## config.mk

```make
export PLATFORM = sky130hd
export DESIGN_NAME = sap_ram_arbiter_flat
export DESIGN_NICKNAME = d
export VERILOG_FILES = /design/src/rtl/sap_ram_arbiter_if.sv /design/src/rtl/sap_ram_arbiter.sv /design/src/flat_wrapper.sv
export SDC_FILE = /design/constraint.sdc
export NUM_CORES = 1
export LEC_CHECK = 0
export ABC_AREA = 1
export BUFFER_PORTS_ARGS = -buffer_cell sky130_fd_sc_hd__buf_2
export CORE_UTILIZATION = 49
export DETAILED_ROUTE_END_ITERATION = 6
export GPL_ROUTABILITY_DRIVEN = 0
export GPL_TIMING_DRIVEN = 0
export PLACE_DENSITY_LB_ADDON = 0.15
export SYNTH_ARGS = -nofsm -noshare
export SYNTH_HDL_FRONTEND = slang
export SYNTH_SLANG_ARGS = --single-unit
```

## constraint.sdc

```tcl
create_clock -name CLK -period 1.86 [get_ports CLK]
set_input_delay 0.093 -clock CLK [delete_from_list [all_inputs] [get_ports CLK]]
set_output_delay 0.093 -clock CLK [all_outputs]
set_load 0.1 [all_outputs]
```

## src/rtl/sap_ram_arbiter_if.sv

```systemverilog
// Loader handshake and memory-pin bundle shared by the SAP-1 RAM arbiter and its environment.
// master: loader and memory side; slave: the arbiter.
interface sap_ram_arbiter_if;
    logic       ld_valid;
    logic [3:0] ld_addr;
    logic [7:0] ld_data;
    logic       ld_ready;
    logic [3:0] ram_addr;
    logic [7:0] ram_wdata;
    logic       ram_we;
    logic [7:0] ram_rdata;

    modport master (
        output ld_valid, ld_addr, ld_data, ram_rdata,
        input  ld_ready, ram_addr, ram_wdata, ram_we
    );

    modport slave (
        input  ld_valid, ld_addr, ld_data, ram_rdata,
        output ld_ready, ram_addr, ram_wdata, ram_we
    );
endinterface

```

## src/rtl/sap_ram_arbiter.sv

```systemverilog
// SAP-1 16x8 memory arbiter: the CPU reads in RUN, the loader writes in PROG,
// with a drain phase before loading and a hold-release phase after it.
module sap_ram_arbiter #(
    parameter int unsigned RELEASE_CYCLES = 2,
    parameter int unsigned DRAIN_TIMEOUT  = 8
) (
    input  logic                  CLK,
    input  logic                  CLR_bar,
    input  logic                  prog_mode,
    input  logic [3:0]            cpu_addr,
    input  logic                  cpu_CE_bar,
    output logic [7:0]            cpu_data,
    output logic                  cpu_hold_bar,
    sap_ram_arbiter_if.slave      bus,
    output logic [7:0]            checksum,
    output logic [4:0]            words_loaded,
    output logic [1:0]            state
);

    localparam logic [1:0] ST_RUN     = 2'd0;
    localparam logic [1:0] ST_DRAIN   = 2'd1;
    localparam logic [1:0] ST_PROG    = 2'd2;
    localparam logic [1:0] ST_RELEASE = 2'd3;

    localparam logic [3:0] DRAIN_LAST   = 4'(DRAIN_TIMEOUT - 1);
    localparam logic [3:0] RELEASE_LAST = 4'(RELEASE_CYCLES - 1);
    localparam logic [4:0] WORDS_MAX    = 5'd31;

    logic [1:0] state_q;
    logic [3:0] drain_cnt;
    logic [3:0] release_cnt;
    logic [7:0] sum_q;
    logic [4:0] count_q;
    logic       write_accept;

    assign write_accept = bus.ld_valid && bus.ld_ready;

    // Mode sequencing; session bookkeeping clears on entry to PROG and then
    // stays frozen through RELEASE and RUN so the result can be read back.
    always_ff @(posedge CLK or negedge CLR_bar) begin
        if (!CLR_bar) begin
            state_q     <= ST_RUN;
            drain_cnt   <= '0;
            release_cnt <= '0;
            sum_q       <= '0;
            count_q     <= '0;
        end else begin
            case (state_q)
                ST_RUN: begin
                    if (prog_mode) begin
                        state_q   <= ST_DRAIN;
                        drain_cnt <= '0;
                    end
                end
                ST_DRAIN: begin
                    if (cpu_CE_bar || drain_cnt == DRAIN_LAST) begin
                        state_q <= ST_PROG;
                        sum_q   <= '0;
                        count_q <= '0;
                    end else begin
                        drain_cnt <= drain_cnt + 4'd1;
                    end
                end
                ST_PROG: begin
                    if (write_accept) begin
                        sum_q <= sum_q + bus.ld_data;
                        if (count_q != WORDS_MAX) begin
                            count_q <= count_q + 5'd1;
                        end
                    end
                    if (!prog_mode) begin
                        state_q     <= ST_RELEASE;
                        release_cnt <= '0;
                    end
                end
                ST_RELEASE: begin
                    if (release_cnt == RELEASE_LAST) begin
                        state_q <= ST_RUN;
                    end else begin
                        release_cnt <= release_cnt + 4'd1;
                    end
                end
                default: state_q <= ST_RUN;
            endcase
        end
    end

    // The read path stays open through DRAIN so an in-flight CPU fetch completes.
    assign cpu_hold_bar  = (state_q == ST_RUN);
    assign bus.ld_ready  = (state_q == ST_PROG);
    assign bus.ram_addr  = (state_q == ST_PROG) ? bus.ld_addr : cpu_addr;
    assign bus.ram_wdata = bus.ld_data;
    assign bus.ram_we    = write_accept;
    assign cpu_data      = ((state_q == ST_RUN || state_q == ST_DRAIN) && !cpu_CE_bar)
                           ? bus.ram_rdata : 8'h00;

    assign checksum     = sum_q;
    assign words_loaded = count_q;
    assign state        = state_q;

endmodule
```

## src/flat_wrapper.sv

```systemverilog
// flat-port wrapper written by rule: the top's interface ports become plain ports
module sap_ram_arbiter_flat 
#(
    parameter int unsigned RELEASE_CYCLES = 2,
    parameter int unsigned DRAIN_TIMEOUT  = 8
)
  (CLK, CLR_bar, prog_mode, cpu_addr, cpu_CE_bar, cpu_data, cpu_hold_bar, checksum, words_loaded, state, bus_ld_valid, bus_ld_addr, bus_ld_data, bus_ram_rdata, bus_ld_ready, bus_ram_addr, bus_ram_wdata, bus_ram_we);
  sap_ram_arbiter_if bus_i ();
  input  logic CLK;
  input  logic CLR_bar;
  input  logic prog_mode;
  input  logic [3:0] cpu_addr;
  input  logic cpu_CE_bar;
  output logic [7:0] cpu_data;
  output logic cpu_hold_bar;
  output logic [7:0] checksum;
  output logic [4:0] words_loaded;
  output logic [1:0] state;
  input wire logic [$bits(bus_i.ld_valid)-1:0] bus_ld_valid;
  input wire logic [$bits(bus_i.ld_addr)-1:0] bus_ld_addr;
  input wire logic [$bits(bus_i.ld_data)-1:0] bus_ld_data;
  input wire logic [$bits(bus_i.ram_rdata)-1:0] bus_ram_rdata;
  output wire logic [$bits(bus_i.ld_ready)-1:0] bus_ld_ready;
  output wire logic [$bits(bus_i.ram_addr)-1:0] bus_ram_addr;
  output wire logic [$bits(bus_i.ram_wdata)-1:0] bus_ram_wdata;
  output wire logic [$bits(bus_i.ram_we)-1:0] bus_ram_we;
  assign bus_i.ld_valid = bus_ld_valid;
  assign bus_i.ld_addr = bus_ld_addr;
  assign bus_i.ld_data = bus_ld_data;
  assign bus_i.ram_rdata = bus_ram_rdata;
  assign bus_ld_ready = bus_i.ld_ready;
  assign bus_ram_addr = bus_i.ram_addr;
  assign bus_ram_wdata = bus_i.ram_wdata;
  assign bus_ram_we = bus_i.ram_we;
  sap_ram_arbiter #(.RELEASE_CYCLES(RELEASE_CYCLES), .DRAIN_TIMEOUT(DRAIN_TIMEOUT)) u_core (.CLK(CLK), .CLR_bar(CLR_bar), .prog_mode(prog_mode), .cpu_addr(cpu_addr), .cpu_CE_bar(cpu_CE_bar), .cpu_data(cpu_data), .cpu_hold_bar(cpu_hold_bar), .bus(bus_i), .checksum(checksum), .words_loaded(words_loaded), .state(state));
endmodule
```

==> results by group <==
Outcome
  – Status: complete, no violations

Detailed routing
  – Starting DRT DRC Count: 60
  – Vias: 1,734
  – Drt wl/cell: 11.2 µm
  – Routed wire length: 4.00 mm
  – DR DRC count: 0
  – Vias per cell: 4.84
  – Post-route ant nets: 0
  – Detailed Routing Iterations Pass 1: 4

Timing
  – Final setup vio count: 0
  – Final hold violation count: 0
  – Final period util: 96.8%
  – Crit path time final: 1.80 ns
  – RSZ-0062 raised after global routing: true
  – Max Fclk: 555 MHz
  – Slew HR: 64.1%
  – Clock Skew: 0.00135 ns
  – Final hold slack: 0.127 ns
  – Final Max Slew Viols: 0
  – Worst Tran Pin Value: 0.538 ns

Global routing
  – Vias in the first global route: 1,728
  – Largest net degree at the start of global routing: 24
  – Initial antenna violation count: 0
  – All-Layer GR Usage: 22.9%
  – Grt ovf: 0
  – First-pass GRT wire length: 7.21 mm

Clock network
  – H-tree depth: 1
  – Clock Latency Late Sink: 0.30 ns
  – Clk slew on worst S/H paths: 0.13 ns
  – CTS tree: done
  – Sink Count: 23
  – Total CTS buffers: 3
  – Clock Tree Buf Depth: 2
  – CTS root buf: clkbuf_4

Worst setup path
  – WS Path Type: reg2out
  – CP Launch Type: flip-flop
  – Critical Path RT: 1.77 ns
  – Worst r2r dst: u_core.checksum[6]
  – R2r setup slk: 0.25 ns
  – Register-to-Register Path Depth: 8
  – CP Capture Type: primary output
  – Worst reg2reg path startpoint: u_core.checksum[0]
  – Crit-path max FO: 7
  – Critical Path AT: 1.71 ns

Layout
  – Area Overhead vs Synth: 44.7%
  – Nets: 359
  – Leading cell type in the layout, fill and taps excluded: nand2_1
  – Most frequent cells in the layout: nand2_1, buf_2, inv_1
  – Number of fillers in the final layout: 242
  – # diodes: 0
  – Final core occ: 75.7%
  – Non-Filler Instances: 358
  – Layout cells sized above 1: 42.6%

Logic synthesis
  – Avg Inst Size Synth: 7.45 µm²
  – Post-synth cell types: 29
  – Post-Synthesis Cells: 238
  – Mapped Nets: 284
  – Post-synthesis sequential area ratio: 32.5%
  – Synth Register Bits: 23
  – Netlist Area Pre-Place: 1770 µm²
  – YS warnings: 0

Hold path
  – Worst Hold Class: in2reg
  – Min-Delay Path Depth: 4
  – HP Start: bus_ld_data[0]
  – Hold Path End: u_core.checksum[0]

Die
  – Die height: 62.2 µm
  – Die width: 62.2 µm
  – Placeable Area: 3390 µm²
  – Die ar.: 3860 µm²
  – Initial Util: 52.3%
  – Cell Rows: 21
  – Ports: 67

Placed design
  – DPL Wire Length: 2.94 mm
  – Dpl cells: 350
  – Port Buf Inserts: 66

Flow run
  – Max-cap violations: 0
-- registers in the layout, summed over array words and instances (netlist names) --
| name | count |
|---|---|
| u_core.words_loaded | 5 |
| u_core.state | 2 |
| u_core.checksum | 8 |
| u_core.drain_cnt | 4 |
| u_core.release_cnt | 4 |
-- what timing repair did --
| item | CTS | global route |
|---|---|---|
| endpoints found under the setup margin | 13 | 4 |
| hold buffers | 1 | 0 |
| buffers inserted | 2 | 1 |
| pin swaps | 1 | 0 |
| hold endpoints to repair | 23 | 0 |
| gates resized for setup | 40 | 2 |
-- how the worst max path moves through the flow --
stage,startpoint,end,slack [ns],cells past startpoint
2_1_floorplan,u_core.state[0],u_core.checksum[7],-0.33,9
3_3_place_gp,u_core.state[0],bus_ram_addr[3],0.0001,7
3_5_place_dp,u_core.state[0],bus_ram_addr[3],-0.002,7
4_1_cts,u_core.state[1],bus_ram_addr[0],0.02,6
5_1_grt,u_core.state[0],bus_ram_addr[0],-0.009,7
6_report,u_core.state[1],bus_ram_addr[1],0.06,6
-- critical path: stages, from the launching register on --
cell     delay [ns]
dfrtp_4        0.54
ha_4           0.18
buf_6          0.14
inv_2          0.13
nand2_1        0.15
nand2_8        0.10
buf_12         0.16
-- synthesized netlist by cell type --
master	number	area, µm²
nor2_1	16	60.1
or2_2	1	6.26
a21oi_1	7	35.0
xor2_1	4	35.0
a21oi_2	1	8.76
nand2_2	2	12.5
o211ai_4	1	21.3
dfrtp_1	23	576
xnor2_1	3	26.3
nand3_2	2	20.0
inv_2	4	15.0
o21ai_1	9	45.0
nor3_2	1	10.0
buf_4	8	60.1
buf_6	1	11.3
a31o_2	1	8.76
clkinv_2	1	5.00
nand3_1	14	70.1
buf_2	1	5.00
nand2_1	77	289
o22ai_4	1	20.0
clkinv_4	1	8.76
o21ai_0	3	15.0
nand2_4	3	33.8
inv_1	31	116
ha_1	16	200
nand4_1	2	12.5
o21ai_2	3	26.3
fa_1	1	20.0
-- kinds of logic after synthesis --
family                   share of synthesized area, %
AO/OA/AOI/OAI                                    10.2
XOR/XNOR                                         3.46
adder cells (fa/ha/maj)                          12.4
buffers and inverters                            12.5
flip-flops                                       32.5
AND/OR/NAND/NOR                                  29.0
-- final cells by class --
cell class                 instances  area [µm²]  area share, %
tap                               46        57.6           2.24
multi-input combinational        168        1160           45.2
sequential                        23         588           22.9
clock buffer                       4        26.3           1.02
buffer                            10        86.3           3.37
inverter                          37         151           5.90
timing repair buffer              70         495           19.3
-- metrics by stage --
| step | setup WS [ns] | setup TNS, ns | area (µm²) |
|---|---|---|---|
| CTS | 0.0225 | 0 | 2550 |
| finish | 0.0597 | 0 | 2560 |
| global route | -0.00871 | -0.0210 | 2560 |
| global placement | 0.000117 | 0 | 2350 |
| detailed placement | -0.00195 | -0.00195 | 2350 |
| floorplan | -0.334 | -3.18 | 1960 |
-- metal layers --
| metal | vias up | GRT usage (%) | share of wire (%) |
|---|---|---|---|
| met3 | 4 | 2.39 | 3.3 |
| li1 | 890 | - | - |
| met1 | 804 | 27.6 | 43 |
| met2 | 36 | 41.6 | 53 |
| met4 | 0 | 9.01 | 1.1 |
| met5 | - | 0 | 0 |
Power is left out: the tool's default activity adds up to more than one toggle a clock period on the data nets, which glitch-free logic cannot reach.
